File: config.mk
export PLATFORM = sky130hd
export DESIGN_NAME = pe_nic_flat
export DESIGN_NICKNAME = d
export VERILOG_FILES = /design/src/rtl/pe_nic_if.sv /design/src/rtl/pe_nic.sv /design/src/flat_wrapper.sv
export SDC_FILE = /design/constraint.sdc
export NUM_CORES = 1
export LEC_CHECK = 0
export CAP_MARGIN = 20
export CORE_MARGIN = 3
export CORE_UTILIZATION = 35
export CTS_CLUSTER_DIAMETER = 40
export CTS_CLUSTER_SIZE = 12
export DETAILED_ROUTE_END_ITERATION = 7
export PLACE_DENSITY = 0.66
export SLEW_MARGIN = 20
export SYNTH_ARGS = -nofsm -noshare
export SYNTH_HDL_FRONTEND = slang
export SYNTH_SLANG_ARGS = --single-unit
export TNS_END_PERCENT = 10
File: constraint.sdc
create_clock -name clk -period 1.6 [get_ports clk]
set_input_delay 0.32 -clock clk [delete_from_list [all_inputs] [get_ports clk]]
set_output_delay 0.32 -clock clk [all_outputs]
set_load 0.005 [all_outputs]
File: src/rtl/pe_nic_if.sv
// PE register bus plus router local-port link for the NIC.
// The master side is the environment (PE + router); the slave side is the NIC itself.
interface pe_nic_if #(
  parameter int DATA_WIDTH = 64,
  parameter int ADDR_WIDTH = 2
);
  logic [ADDR_WIDTH-1:0] addr;
  logic [DATA_WIDTH-1:0] d_in;
  logic [DATA_WIDTH-1:0] d_out;
  logic                  nicEn;
  logic                  nicWrEn;
  logic                  net_so;
  logic                  net_ro;
  logic [DATA_WIDTH-1:0] net_do;
  logic                  net_polarity;
  logic                  net_si;
  logic                  net_ri;
  logic [DATA_WIDTH-1:0] net_di;

  modport master (
    output addr, d_in, nicEn, nicWrEn, net_ro, net_polarity, net_si, net_di,
    input  d_out, net_so, net_do, net_ri
  );

  modport slave (
    input  addr, d_in, nicEn, nicWrEn, net_ro, net_polarity, net_si, net_di,
    output d_out, net_so, net_do, net_ri
  );
endinterface

File: src/rtl/pe_nic.sv
// PE-side end of a mesh router local port: one injection and one ejection
// packet buffer, exposed to the PE as four memory-mapped registers.
module pe_nic #(
  parameter int DATA_WIDTH = 64,
  parameter int ADDR_WIDTH = 2
) (
  input  logic    clk,
  input  logic    reset,
  pe_nic_if.slave bus
);

  typedef enum logic { OUT_EMPTY = 1'b0, OUT_FULL = 1'b1 } out_st_e;
  typedef enum logic { IN_EMPTY  = 1'b0, IN_FULL  = 1'b1 } in_st_e;

  localparam logic [ADDR_WIDTH-1:0] A_IN_BUF  = ADDR_WIDTH'(0);
  localparam logic [ADDR_WIDTH-1:0] A_IN_STS  = ADDR_WIDTH'(1);
  localparam logic [ADDR_WIDTH-1:0] A_OUT_BUF = ADDR_WIDTH'(2);
  localparam logic [ADDR_WIDTH-1:0] A_OUT_STS = ADDR_WIDTH'(3);

  out_st_e               out_st_q, out_st_d;
  in_st_e                in_st_q,  in_st_d;
  logic [DATA_WIDTH-1:0] out_buf_q, out_buf_d;
  logic [DATA_WIDTH-1:0] in_buf_q,  in_buf_d;
  logic [DATA_WIDTH-1:0] d_out_q,   d_out_d;

  logic pe_wr, pe_rd, wr_out, rd_in;
  logic so, ri, out_full, in_full;

  assign pe_wr  = bus.nicEn &  bus.nicWrEn;
  assign pe_rd  = bus.nicEn & ~bus.nicWrEn;
  assign wr_out = pe_wr & (bus.addr == A_OUT_BUF);
  assign rd_in  = pe_rd & (bus.addr == A_IN_BUF);

  assign out_full = (out_st_q == OUT_FULL);
  assign in_full  = (in_st_q  == IN_FULL);

  // A packet on VC v may only be offered in cycles where the router polarity equals v.
  assign so = out_full & (out_buf_q[DATA_WIDTH-1] == bus.net_polarity);
  assign ri = ~in_full;

  assign bus.net_so = so;
  assign bus.net_ri = ri;
  assign bus.net_do = out_buf_q;
  assign bus.d_out  = d_out_q;

  always_ff @(posedge clk or negedge reset) begin
    if (!reset) begin
      out_st_q  <= OUT_EMPTY;
      in_st_q   <= IN_EMPTY;
      out_buf_q <= '0;
      in_buf_q  <= '0;
      d_out_q   <= '0;
    end else begin
      out_st_q  <= out_st_d;
      in_st_q   <= in_st_d;
      out_buf_q <= out_buf_d;
      in_buf_q  <= in_buf_d;
      d_out_q   <= d_out_d;
    end
  end

  // Injection: writes while full are dropped, including the edge the router drains us.
  always_comb begin
    out_st_d  = out_st_q;
    out_buf_d = out_buf_q;
    unique case (out_st_q)
      OUT_EMPTY: begin
        if (wr_out) begin
          out_st_d  = OUT_FULL;
          out_buf_d = bus.d_in;
        end
      end
      OUT_FULL: begin
        if (so && bus.net_ro) out_st_d = OUT_EMPTY;
      end
      default: out_st_d = OUT_EMPTY;
    endcase
  end

  always_comb begin
    in_st_d  = in_st_q;
    in_buf_d = in_buf_q;
    unique case (in_st_q)
      IN_EMPTY: begin
        if (bus.net_si && ri) begin
          in_st_d  = IN_FULL;
          in_buf_d = bus.net_di;
        end
      end
      IN_FULL: begin
        if (rd_in) in_st_d = IN_EMPTY;
      end
      default: in_st_d = IN_EMPTY;
    endcase
  end

  // Status reads reflect pre-edge state; in_buf is returned stale when empty.
  always_comb begin
    d_out_d = d_out_q;
    if (pe_rd) begin
      unique case (bus.addr)
        A_IN_BUF:  d_out_d = in_buf_q;
        A_IN_STS:  d_out_d = {{(DATA_WIDTH-1){1'b0}}, in_full};
        A_OUT_BUF: d_out_d = '0;
        A_OUT_STS: d_out_d = {{(DATA_WIDTH-1){1'b0}}, out_full};
        default:   d_out_d = '0;
      endcase
    end
  end

endmodule

File: src/flat_wrapper.sv
// flat-port wrapper written by rule: the top's interface ports become plain ports
module pe_nic_flat 
#(
  parameter int DATA_WIDTH = 64,
  parameter int ADDR_WIDTH = 2
)
  (clk, reset, bus_addr, bus_d_in, bus_nicEn, bus_nicWrEn, bus_net_ro, bus_net_polarity, bus_net_si, bus_net_di, bus_d_out, bus_net_so, bus_net_do, bus_net_ri);
  pe_nic_if #(.DATA_WIDTH(DATA_WIDTH), .ADDR_WIDTH(ADDR_WIDTH)) bus_i ();
  input  logic clk;
  input  logic reset;
  input wire logic [$bits(bus_i.addr)-1:0] bus_addr;
  input wire logic [$bits(bus_i.d_in)-1:0] bus_d_in;
  input wire logic [$bits(bus_i.nicEn)-1:0] bus_nicEn;
  input wire logic [$bits(bus_i.nicWrEn)-1:0] bus_nicWrEn;
  input wire logic [$bits(bus_i.net_ro)-1:0] bus_net_ro;
  input wire logic [$bits(bus_i.net_polarity)-1:0] bus_net_polarity;
  input wire logic [$bits(bus_i.net_si)-1:0] bus_net_si;
  input wire logic [$bits(bus_i.net_di)-1:0] bus_net_di;
  output wire logic [$bits(bus_i.d_out)-1:0] bus_d_out;
  output wire logic [$bits(bus_i.net_so)-1:0] bus_net_so;
  output wire logic [$bits(bus_i.net_do)-1:0] bus_net_do;
  output wire logic [$bits(bus_i.net_ri)-1:0] bus_net_ri;
  assign bus_i.addr = bus_addr;
  assign bus_i.d_in = bus_d_in;
  assign bus_i.nicEn = bus_nicEn;
  assign bus_i.nicWrEn = bus_nicWrEn;
  assign bus_i.net_ro = bus_net_ro;
  assign bus_i.net_polarity = bus_net_polarity;
  assign bus_i.net_si = bus_net_si;
  assign bus_i.net_di = bus_net_di;
  assign bus_d_out = bus_i.d_out;
  assign bus_net_so = bus_i.net_so;
  assign bus_net_do = bus_i.net_do;
  assign bus_net_ri = bus_i.net_ri;
  pe_nic #(.DATA_WIDTH(DATA_WIDTH), .ADDR_WIDTH(ADDR_WIDTH)) u_core (.clk(clk), .reset(reset), .bus(bus_i));
endmodule
# After elaboration in Yosys (flattened, before gate mapping)
# Index checks and enable logic that the tools add are counted.
[totals]
reg_bits = 194
out_inout_bits = 130
[classes]
eq_ne = 4
reduce_logical = 5
n_bitwise = 8
muxes = 7
[ops]
columns = ["operator", "count"]
rows = [
  ["$pmux 64 s4", 1],
  ["$and 1x1->1", 5],
  ["$eq 2x2->1 const B", 2],
  ["$mux 1", 4],
  ["$pmux 1 s2", 2],
  ["$reduce_and 2->1", 2],
  ["$not 1->1", 3],
  ["$eq 2x1->1 const B", 1],
  ["$logic_and 1x1->1", 2],
  ["$logic_not 2->1", 1],
  ["$eq 1x1->1", 1],
]

# Depth between registers and ports, before layout
[depth]
ltp_word = 5
mapped_depth = 5

# Worst setup path after synthesis
# No wires, ideal clock.
[synth_timing]
path_kind = "flip-flop to flip-flop"
start = "register u_core.out_st_q (netlist: u_core.out_full)"
end = "register u_core.out_buf_q[54] (netlist: u_core.bus.net_do[54])"
setup_ps = 127
path_buffers = 2
path_slack_ps = 194
arrival_time_ps = 1278
stages_incl_launch_ff = 6
period_less_slack_ps = 1406
cell_sequence = "dfrtp_1 -> nand4b_1 -> nor2_2 -> buf_6 -> buf_6 -> mux2_1"
[synth_between]
elab_chain_cells = 2
[synth_lines]
columns = ["item", "line_no", "text"]
rows = [
  ["from (decl)", "pe_nic.sv:20", "out_st_e out_st_q, out_st_d;"],
  ["from (signal assigned)", "pe_nic.sv:54", "out_st_q <= out_st_d;"],
  ["$not 1->1", "--", ""],
  ["$reduce_and 2->1 (no line)", "--", ""],
  ["to (signal assigned)", "pe_nic.sv:56", "out_buf_q <= out_buf_d;"],
  ["to (decl)", "pe_nic.sv:22", "logic [DATA_WIDTH-1:0] out_buf_q, out_buf_d;"],
]
# Every way passes these cells.
# A chain may end at the register's enable or synchronous reset.

# Worst setup path after layout
[layout_timing]
start = "register u_core.out_st_q (netlist: u_core.out_full)"
end = "register u_core.out_buf_q[8] (netlist: u_core.bus.net_do[8])"
# Same word-level chain as after synthesis.

==> results.tsv <==
stage	metric	value	unit
floorplan	Die Y	149	um
clock_network	CTS root buf	clkbuf_16	
layout	FF/Latch Area	4860	um^2
clock_network	CTS tree	done	
global_routing	met2 usage	0.273	
sta	total negative slack	0	ps
yosys	syn avg cell area	16.7	um^2
placed_design	routability-driven placement congestion ratio	0.751	
global_routing	GR Util met3	0.0766	
sta	fin. max-slew vios	0	
critical_path	CP required	1910	ps
floorplan	Initial Util	0.361	
layout	Antenna Cells	0	
layout	nets	852	
clock_network	clk slew on worst S/H paths	70	ps
run_status	status	finished clean	
floorplan	die width	149	um
floorplan	Rows	51	
floorplan	core area	19800	um^2
global_routing	first-pass GRT wire length	28100	um
critical_path	FF-to-FF setup slack	30	ps
power_and_ir_drop	leakage	0.00508	uW
critical_path	WP data arrival	1870	ps
sta	Worst-Margin Slew	507	ps
detailed_routing	drt wl/cell	17.8	um
layout	highest-count cells in the layout ignoring fill and taps	dfrtp_1 (193), clkdlybuf4s50_1 (135), dlygate4sd2_1 (123), mux2_2 (79), a22o_1 (63)	
critical_path	Crit Path Class	flip-flop to flip-flop	
placed_design	Placed Instances	954	
detailed_routing	DR vias/cell	4.73	
detailed_routing	final wirelength	17700	um
clock_network	CTS buffer count	17	
placed_design	IO buf count	266	
placed_design	dpl cell area	10200	um^2
global_routing	GRT Residual Overflow	0	
sta	final period utilization	0.978	
clock_network	clock latency on the worst-skew pair	430	ps
sta	WHS	388	ps
clock_network	Max clock buf depth	2	
flow_run	Max Cap Violations	0	
sta	setup ws final	34.7	ps
global_routing	initial antenna violation count	0	
power_and_ir_drop	worst-case vdd ir drop	0.853	mV
yosys	Netlist cell types	23	
global_routing	Total Routing Usage GR	0.161	
yosys	share of the synthesized area in the top cell type	0.680	
floorplan	Top-Level Pins	267	
placed_design	Setup Slack @ Placement	-348	ps
yosys	syn nets	565	
detailed_routing	DRT Pass-1 Iters	4	
sta	Slew HR	0.662	
global_routing	vias in the first global route	5167	
floorplan	die area	22200	um^2
sta	Final setup viols	0	
layout	multi-input logic area	2130	um^2
critical_path	critical-path maximum fanout	65	
layout	commonest non-fill, non-tap cell in the layout	dfrtp_1	
detailed_routing	Routed Antenna Nets	0	
min_path	Worst Hold Class	input port to async pin	
power_and_ir_drop	pwr dens	1440	nW/um^2
sta	unrepaired setup endpoints after global routing	true	
placed_design	DP Wirelength	12700	um
global_routing	busiest layer in global routing	met2	
layout	Finished Layout Cells	992	
clock_network	CTS H-tree depth	4	
layout	final instance area	10700	um^2
global_routing	global routing usage on met1	0.186	
layout	# fillers	1637	
yosys	top cells by area, synth	dfrtp_1 (68%), mux2_2 (13%), a22o_1 (7.7%), mux2_1 (7.7%), buf_2 (1.1%)	
yosys	Yosys Warn Count	0	
detailed_routing	initial DRC count	145	
layout	ratio of cells with drive above 1 in the final layout	0.202	
detailed_routing	Vias	4694	
yosys	register area share after synthesis	0.680	
sta	setup skew after layout	13.3	ps
yosys	leading area contributor after synthesis	dfrtp_1	
sta	Fmax achieved	0.639	GHz
sta	Period minus WS final	1570	ps
yosys	Post-Syn Instances	428	
yosys	flops & latches, synth	194	
critical_path	startpoint types	flip-flop	
clock_network	CTS Sinks	194	
detailed_routing	DR DRC count	0	
global_routing	largest net degree at the start of global routing	66	
sta	Final Hold Vio Count	0	
critical_path	endpoint kind of the worst setup timing path	flip-flop	
layout	area grow syn2layout	50.3	%
yosys	Synth Cell Area	7140	um^2
[area by class of cell]
cell class,count,area share
Clock buffer,18,0.0409
Clock inverter,13,0.0162
Inverter,2,0.000699
Multi-Input combinational cell,205,0.198
Sequential cell,194,0.452
Tap cell,265,0.0309
Timing Repair Buffer,295,0.261
[sequential cells by signal (all words and copies together), names as in the netlist]
| signal | count |
|---|---|
| u_core.bus.net_do | 64 |
| u_core.in_buf_q | 64 |
| u_core.in_full | 1 |
| u_core.out_full | 1 |
| u_core.bus.d_out | 64 |
[cell usage after synthesis]
cell / instances
a22o_1: 63
o21bai_1: 1
mux2_2: 80
clkbuf_1: 1
buf_1: 5
mux2_1: 49
dfrtp_1: 194
nor2_1: 1
a21o_1: 1
buf_6: 2
nor2b_1: 1
nor3_4: 1
buf_8: 4
nand2b_1: 1
nand4b_1: 1
buf_2: 15
xnor2_1: 1
inv_1: 2
a21oi_1: 1
a221oi_1: 1
nor2_2: 1
nand2_1: 1
and2_1: 1
[stage by stage]
stage	util	power, uW
floorplan	-	9050
global placement	0.516	11400
detailed placement	0.516	11700
CTS	0.542	15700
global route	0.543	16400
finish	0.543	15400
[path summary, 6_finish.rpt]
path | startpoint | end | cells past startpoint
worst max-delay path | u_core.out_full | u_core.bus.net_do[8] | 4
worst min-delay path | reset | u_core.bus.net_do[26] | 2
worst max register to register | u_core.out_full | u_core.bus.net_do[8] | 4
worst min register to register | u_core.bus.net_do[36] | u_core.bus.net_do[36] | 1
max in group asynchronous | reset | u_core.in_buf_q[18] | 3
min in group clk | u_core.bus.net_do[36] | u_core.bus.net_do[36] | 1
[kinds of logic after synthesis]
logic type	count (synthesis)	share of synthesized area
buffers and inverters	29	0.0263
multiplexers	129	0.203
flip-flops	194	0.680
AO/OA/AOI/OAI	67	0.0813
AND/OR/NAND/NOR	8	0.00806
XOR/XNOR	1	0.00123
[power by group]
part / total [uW] / internal (uW) / switching, uW / leakage [uW]
combinational: 3720 / 2440 / 1280 / 0.00238
clock: 4400 / 2530 / 1870 / 0.000289
sequential: 7300 / 6490 / 816 / 0.00241
[layer usage]
metal | up-vias | routed length (um)
li1 | 2139 | -
met1 | 2351 | 6940
met2 | 188 | 8640
met3 | 16 | 1860
met4 | 0 | 242
met5 | - | 0
[repair_timing]
item | 4_1_cts | 5_1_grt
gates cloned | 0 | 0
resized for setup | 126 | 10
endpoints found under the setup margin | 125 | 38
buffers inserted | 6 | 0
pin swaps | 1 | 2
hold buffers | 1 | 0
hold endpoints to repair | 27 | 0
[critical path, stage by stage (launching register included)]
cell	delay (ps)
dfrtp_1	370
nand4b_1	220
nor2_4	130
buf_12	300
mux2_2	380
Note: power is estimated with default switching activity, not from simulation.
